===== src/rtl/pong_pkg.sv =====
// Shared encodings and BCD helpers for the Pong match controller.
package pong_pkg;

    typedef enum logic [2:0] {
        ST_IDLE   = 3'd0,
        ST_SERVE  = 3'd1,
        ST_PLAY   = 3'd2,
        ST_PAUSED = 3'd3,
        ST_OVER   = 3'd4
    } state_t;

    localparam int unsigned DIGIT_W   = 4;
    localparam int unsigned SCORE_W   = 2 * DIGIT_W;
    localparam int unsigned MAX_SCORE = 99;

    // Binary (0..99) to packed two-digit BCD {tens, ones}.
    function automatic logic [SCORE_W-1:0] to_bcd(input int unsigned n);
        return {DIGIT_W'(n / 10), DIGIT_W'(n % 10)};
    endfunction

    // Two-digit BCD increment that saturates at MAX_SCORE.
    function automatic logic [SCORE_W-1:0] bcd_inc(input logic [SCORE_W-1:0] v);
        logic [DIGIT_W-1:0] tens;
        logic [DIGIT_W-1:0] ones;
        tens = v[SCORE_W-1:DIGIT_W];
        ones = v[DIGIT_W-1:0];
        if (v == to_bcd(MAX_SCORE)) return v;
        if (ones == DIGIT_W'(9)) return {tens + DIGIT_W'(1), DIGIT_W'(0)};
        return {tens, ones + DIGIT_W'(1)};
    endfunction

endpackage


===== src/rtl/bcd2_counter.sv =====
// Two-digit BCD score register: sync clear, increment enable, saturates at 99.
module bcd2_counter
    import pong_pkg::*;
(
    input  logic               clk,
    input  logic               clr,
    input  logic               clear,
    input  logic               inc,
    output logic [SCORE_W-1:0] value
);

    // Score register; clear wins over increment.
    always_ff @(posedge clk or posedge clr) begin
        if (clr) begin
            value <= '0;
        end else if (clear) begin
            value <= '0;
        end else if (inc) begin
            value <= bcd_inc(value);
        end
    end

endmodule


===== src/rtl/pong_match_ctrl.sv =====
// Match-control FSM: start edge detect, serve countdown, play/pause, scoring and game over.
module pong_match_ctrl
    import pong_pkg::*;
#(
    parameter int unsigned N_PLAYERS   = 2,
    parameter int unsigned WIN_SCORE   = 11,
    parameter int unsigned SERVE_DELAY = 60,
    parameter int unsigned PW          = $clog2(N_PLAYERS)
) (
    input  logic                         clk,
    input  logic                         clr,
    input  logic                         start_btn,
    input  logic                         game_tick,
    input  logic                         point_valid,
    input  logic [PW-1:0]                point_player,
    output logic                         run,
    output logic                         serve,
    output logic [PW-1:0]                serve_player,
    output logic [2:0]                   state,
    output logic [SCORE_W*N_PLAYERS-1:0] score_bcd,
    output logic                         game_over,
    output logic [PW-1:0]                winner
);

    localparam int unsigned CNT_W = 8;
    localparam logic [CNT_W-1:0]   DELAY   = CNT_W'(SERVE_DELAY);
    localparam logic [SCORE_W-1:0] WIN_BCD = to_bcd(WIN_SCORE);

    state_t             st;
    logic               start_q;
    logic               start_ev;
    logic [CNT_W-1:0]   cnt;
    logic               pp_ok;
    logic               take_point;
    logic               win;
    logic               clear_scores;
    logic [SCORE_W-1:0] cur;
    logic [PW-1:0]      next_sp;
    logic [N_PLAYERS-1:0] inc;
    logic [SCORE_W-1:0] scores [N_PLAYERS];

    assign start_ev     = start_btn & ~start_q;
    assign pp_ok        = (32'(point_player) < N_PLAYERS);
    assign take_point   = (st == ST_PLAY) && point_valid && pp_ok;
    assign clear_scores = (st == ST_IDLE) && start_ev;
    assign win          = take_point && (bcd_inc(cur) == WIN_BCD);
    assign next_sp      = (32'(point_player) == N_PLAYERS - 1) ? '0 : point_player + PW'(1);
    assign state        = st;

    // Select the scoring player's current score and route its increment enable.
    always_comb begin
        cur = '0;
        inc = '0;
        for (int i = 0; i < N_PLAYERS; i++) begin
            if (point_player == PW'(i)) begin
                cur    = scores[i];
                inc[i] = take_point;
            end
        end
    end

    // One BCD score counter per player, flattened onto score_bcd.
    for (genvar g = 0; g < N_PLAYERS; g++) begin : g_score
        bcd2_counter u_score (
            .clk   (clk),
            .clr   (clr),
            .clear (clear_scores),
            .inc   (inc[g]),
            .value (scores[g])
        );
        assign score_bcd[g*SCORE_W +: SCORE_W] = scores[g];
    end

    // Match FSM with registered outputs and the serve countdown.
    always_ff @(posedge clk or posedge clr) begin
        if (clr) begin
            st           <= ST_IDLE;
            start_q      <= 1'b0;
            cnt          <= '0;
            run          <= 1'b0;
            serve        <= 1'b0;
            serve_player <= '0;
            game_over    <= 1'b0;
            winner       <= '0;
        end else begin
            start_q <= start_btn;
            serve   <= 1'b0;
            case (st)
                ST_IDLE: begin
                    if (start_ev) begin
                        winner <= '0;
                        cnt    <= DELAY;
                        st     <= ST_SERVE;
                    end
                end
                ST_SERVE: begin
                    if (game_tick) begin
                        if (cnt <= CNT_W'(1)) begin
                            cnt   <= '0;
                            serve <= 1'b1;
                            run   <= 1'b1;
                            st    <= ST_PLAY;
                        end else begin
                            cnt <= cnt - CNT_W'(1);
                        end
                    end
                end
                ST_PLAY: begin
                    // A point outranks a pause request in the same cycle.
                    if (take_point) begin
                        run <= 1'b0;
                        if (win) begin
                            winner    <= point_player;
                            game_over <= 1'b1;
                            st        <= ST_OVER;
                        end else begin
                            serve_player <= next_sp;
                            cnt          <= DELAY;
                            st           <= ST_SERVE;
                        end
                    end else if (start_ev) begin
                        run <= 1'b0;
                        st  <= ST_PAUSED;
                    end
                end
                ST_PAUSED: begin
                    if (start_ev) begin
                        run <= 1'b1;
                        st  <= ST_PLAY;
                    end
                end
                ST_OVER: begin
                    if (start_ev) begin
                        game_over <= 1'b0;
                        st        <= ST_IDLE;
                    end
                end
                default: begin
                    run       <= 1'b0;
                    game_over <= 1'b0;
                    st        <= ST_IDLE;
                end
            endcase
        end
    end

endmodule


===== config.mk =====
export PLATFORM = sky130hd
export DESIGN_NAME = pong_match_ctrl
export DESIGN_NICKNAME = d
export VERILOG_FILES = /design/src/rtl/pong_pkg.sv /design/src/rtl/bcd2_counter.sv /design/src/rtl/pong_match_ctrl.sv
export SDC_FILE = /design/constraint.sdc
export NUM_CORES = 1
export LEC_CHECK = 0
export CAP_MARGIN = 20
export CORE_MARGIN = 2
export CORE_UTILIZATION = 58
export CTS_BUF_LIST = sky130_fd_sc_hd__clkbuf_16
export CTS_CLUSTER_DIAMETER = 60
export DETAILED_ROUTE_END_ITERATION = 10
export GPL_ROUTABILITY_DRIVEN = 1
export GPL_TIMING_DRIVEN = 0
export PLACE_DENSITY = 0.95
export SLEW_MARGIN = 20
export SYNTH_ARGS = -nofsm -noshare
export SYNTH_HDL_FRONTEND = slang
export SYNTH_SLANG_ARGS = --single-unit

===== constraint.sdc =====
create_clock -name clk -period 4.4 [get_ports clk]
set_input_delay 0.44 -clock clk [delete_from_list [all_inputs] [get_ports clk]]
set_output_delay 0.44 -clock clk [all_outputs]
set_load 0.1 [all_outputs]

==> results by group <==
Status
  – Outcome: completed

Timing
  – Pins Over Slew Limit: 0
  – Achievable Freq: 0.401 GHz
  – Worst Slack Setup Final: 1.91 ns
  – Layout Skew: approximately 0.008 ns
  – Final worst path period share: 56.6%
  – Max_slew headroom: about a third
  – Crit path time final: 2.49 ns
  – Setup TNS: 0 ns
  – Final Hold Fails: 0
  – Endpoints failing setup: 0
  – Slew @ Worst Pin: approximately 1.0 ns
  – Unrepaired setup endpoints after global routing: false

Final layout
  – Diodes inserted: 0
  – Area Growth Syn to Fin: 24.7%
  – Proportion of layout cells with a drive suffix above 1: 8.92%
  – Nets: 280

Die
  – FP Rows: 21
  – Die Ht: 64.0 µm
  – I/O pin count: 30
  – CORE AREA: 3390 µm²
  – Die W: around 64 µm
  – Starting Density: 61.5%
  – Die area: slightly above 4000 µm²

Route
  – DR iter-0 viols: 208
  – DRC: 0
  – Via count: 2085
  – WL final: 5480 µm
  – DR pass1 iterations: 5
  – Wire per inst: 17.4 µm
  – Routed vias/inst: 6.62
  – Antenna-violating nets left: 0

Power and ir drop
  – LEAKAGE: slightly above 1 nW
  – Comb pwr share: 49.5%
  – P_int: roughly 0.85 mW
  – Peak VDD IR: 0.586 mV
  – Sequential share of power: 26.7%
  – Net Sw Frac: 48.2%
  – Switching power: 0.792 mW
  – P per Cell Area: 631 nW/µm²
  – Clock network power share: a little under a quarter

Yosys
  – Mapped cell area: 2090 µm²
  – Ys Warns: 0
  – Syn Area/Cell: 9.03 µm²
  – Mapped Cells: 231
  – Synth top area cells: dfrtp_1 40%, a21oi_1 3.6%, ha_1 3.6%
  – Post-synth ARST share: 100%
  – Number of synthesized flops with an enable pin: 0
  – Seq cells post-synth: 33
  – Leading area contributor after synthesis: dfrtp_1
  – Ys flop type: dfrtp_1
  – Synth top area share: 39.6%
  – Seq/Total Area, Yosys: 39.6%
  – Netlist cell types: between 50 and 60
  – Post-Synthesis Net Count: 243

Worst setup path
  – WS Path Type: input pin to flop
  – Worst reg2reg setup slack: 2.24 ns
  – Worst Reg-to-Reg Cells: 5
  – CP arrival: 2.63 ns
  – Setup crit end kind: flop
  – Required time of the critical path: 4.54 ns
  – Startpoint Class: input pin
  – CP max FO: 10

Clock network
  – CTS Hold Bufs: 0
  – Post-CTS sizing: 0
  – Reg clk slew, reported paths: ~0.060 ns
  – Clk sinks: 33
  – Clk root buf: clkbuf_16
  – Setup Buffers After CTS: 0
  – H-tree levels: 2
  – CTS tree: yes
  – Worst skew pair latency: 0.28 ns
  – Num CTS Buffers: 5
  – Clock Tree Buf Depth: 2

Placed design
  – Detail Placement HPWL: between 3000 and 4000 µm
  – Gpl congestion: between 0.9 and 1
  – # port buffers: 29
  – Post-place setup slack: ~1.7 ns

GRT
  – Initial antenna violation count: 0
  – Global route overflow: 0
  – GRT Overall Usage: 29.3%
  – Largest net degree at the start of global routing: 34
  – First-pass GRT wire length: 9360 µm
  – Vias in the first global route: 2042

Worst hold path
  – Hold Path Stages: 2
  – Worst hold path class: flop to flop

Flow run
  – Max cap viols: 0
==> worst paths after layout <==
check | end | start
max | cnt[3] | point_valid
min | run | run
max reg2reg | cnt[3] | state[1]
min reg2reg | run | run
max in group asynchronous | start_q | clr
min in group asynchronous | cnt[4] | clr
==> final cells by class <==
class	count	area [µm²]
inverters	14	52.6
clock buffers	5	125
repair buffers	30	295
well taps	46	57.6
fillers	204	788
plain buffers	15	62.6
flip-flops and latches	33	826
multi-input cells	169	1140
clock inverters	3	37.5
==> metal layers <==
layer	GRT usage, %	routed length [µm]	vias to the layer above	share of wire, %
met5	0	0	-	0
met4	11.4	149	0	2.7
met3	8.45	438	20	8.0
met2	47.7	2670	114	49
met1	36.6	2230	999	41
li1	-	-	952	-
==> registers in the layout, indices dropped and copies added, names as in the netlist <==
name and count:
g_score.u_score.value 16, cnt 8, state 3, game_over 1, run 1, serve 1, serve_player 1, start_q 1
winner 1
==> power groups by stage <==
stage          Sequential (mW)  Clock (mW)  Combinational, mW
2_1_floorplan            0.726           0              0.313
3_3_place_gp             0.436           0              0.776
3_5_place_dp             0.438           0              0.790
4_1_cts                  0.434       0.394              0.800
5_1_grt                  0.445       0.408              0.865
6_report                 0.437       0.391              0.812
==> logic make-up (layout without fill, tap and decap cells) <==
| logic type | Yosys count | after routing | share of synthesized area [%] |
|---|---|---|---|
| AND/OR/NAND/NOR | 88 | 88 | 25.8 |
| AO/OA/AOI/OAI | 69 | 69 | 22.7 |
| flip-flops | 33 | 33 | 39.6 |
| buffers and inverters | 29 | 67 | 5.52 |
| adder cells (fa/ha/maj) | 6 | 6 | 3.60 |
| XOR/XNOR | 4 | 4 | 1.68 |
| multiplexers | 2 | 2 | 1.08 |
==> worst max-delay path: stages <==
cell	delay [ns]
clkdlybuf4s50_1	0.58
nor4bb_1	0.31
clkbuf_1	0.32
clkbuf_1	0.47
and3_1	0.36
o211ai_1	0.14
==> metrics by stage <==
| stage | instances | area, µm² | util [%] | power (mW) | hold slack [ns] |
|---|---|---|---|---|---|
| finish | 315 | 2600 | 76.7 | 1.64 | 0.506 |
| global route | 315 | 2600 | 76.7 | 1.72 | 0.591 |
| CTS | 314 | 2600 | 76.6 | 1.63 | 0.504 |
| detailed placement | 306 | 2430 | 71.8 | 1.23 | 0.494 |
| global placement | 306 | 2430 | 71.8 | 1.21 | 0.486 |
| floorplan | 231 | 2090 | - | 1.04 | 0.471 |
==> cells in the mapped netlist (3+ instances only) <==
master,n
a211o_1,3
a211oi_1,3
a21oi_1,15
a31oi_1,3
a41oi_1,4
and3_1,3
and4_1,3
buf_2,5
clkbuf_1,10
dfrtp_1,33
ha_1,6
inv_1,14
nand2_1,8
nand2b_1,5
nand3_1,9
nand3b_1,3
nand4_1,10
nor2_1,14
nor2b_1,3
nor3_1,5
o2111ai_1,3
o211ai_1,8
o21ai_0,15
or3_1,6
or3b_2,3
==> layout by cell type (no fill, tap or decap), types with 3 or more instances in the layout <==
| cell type | instances |
|---|---|
| clkbuf_16 | 5 |
| nand3_1 | 9 |
| and3_1 | 3 |
| buf_2 | 5 |
| nand2_1 | 8 |
| or3_1 | 6 |
| a211o_1 | 3 |
| nor2_1 | 14 |
| inv_1 | 14 |
| o211ai_1 | 8 |
| nand4_1 | 10 |
| or3b_2 | 3 |
| a31oi_1 | 3 |
| clkbuf_1 | 10 |
| a41oi_1 | 4 |
| dfrtp_1 | 33 |
| o21ai_0 | 15 |
| nor3_1 | 5 |
| clkdlybuf4s50_1 | 29 |
| nand3b_1 | 3 |
| ha_1 | 6 |
| nand2b_1 | 5 |
| nor2b_1 | 3 |
| a211oi_1 | 3 |
| and4_1 | 3 |
| o2111ai_1 | 3 |
| a21oi_1 | 15 |
(Power assumes the default switching activity.)
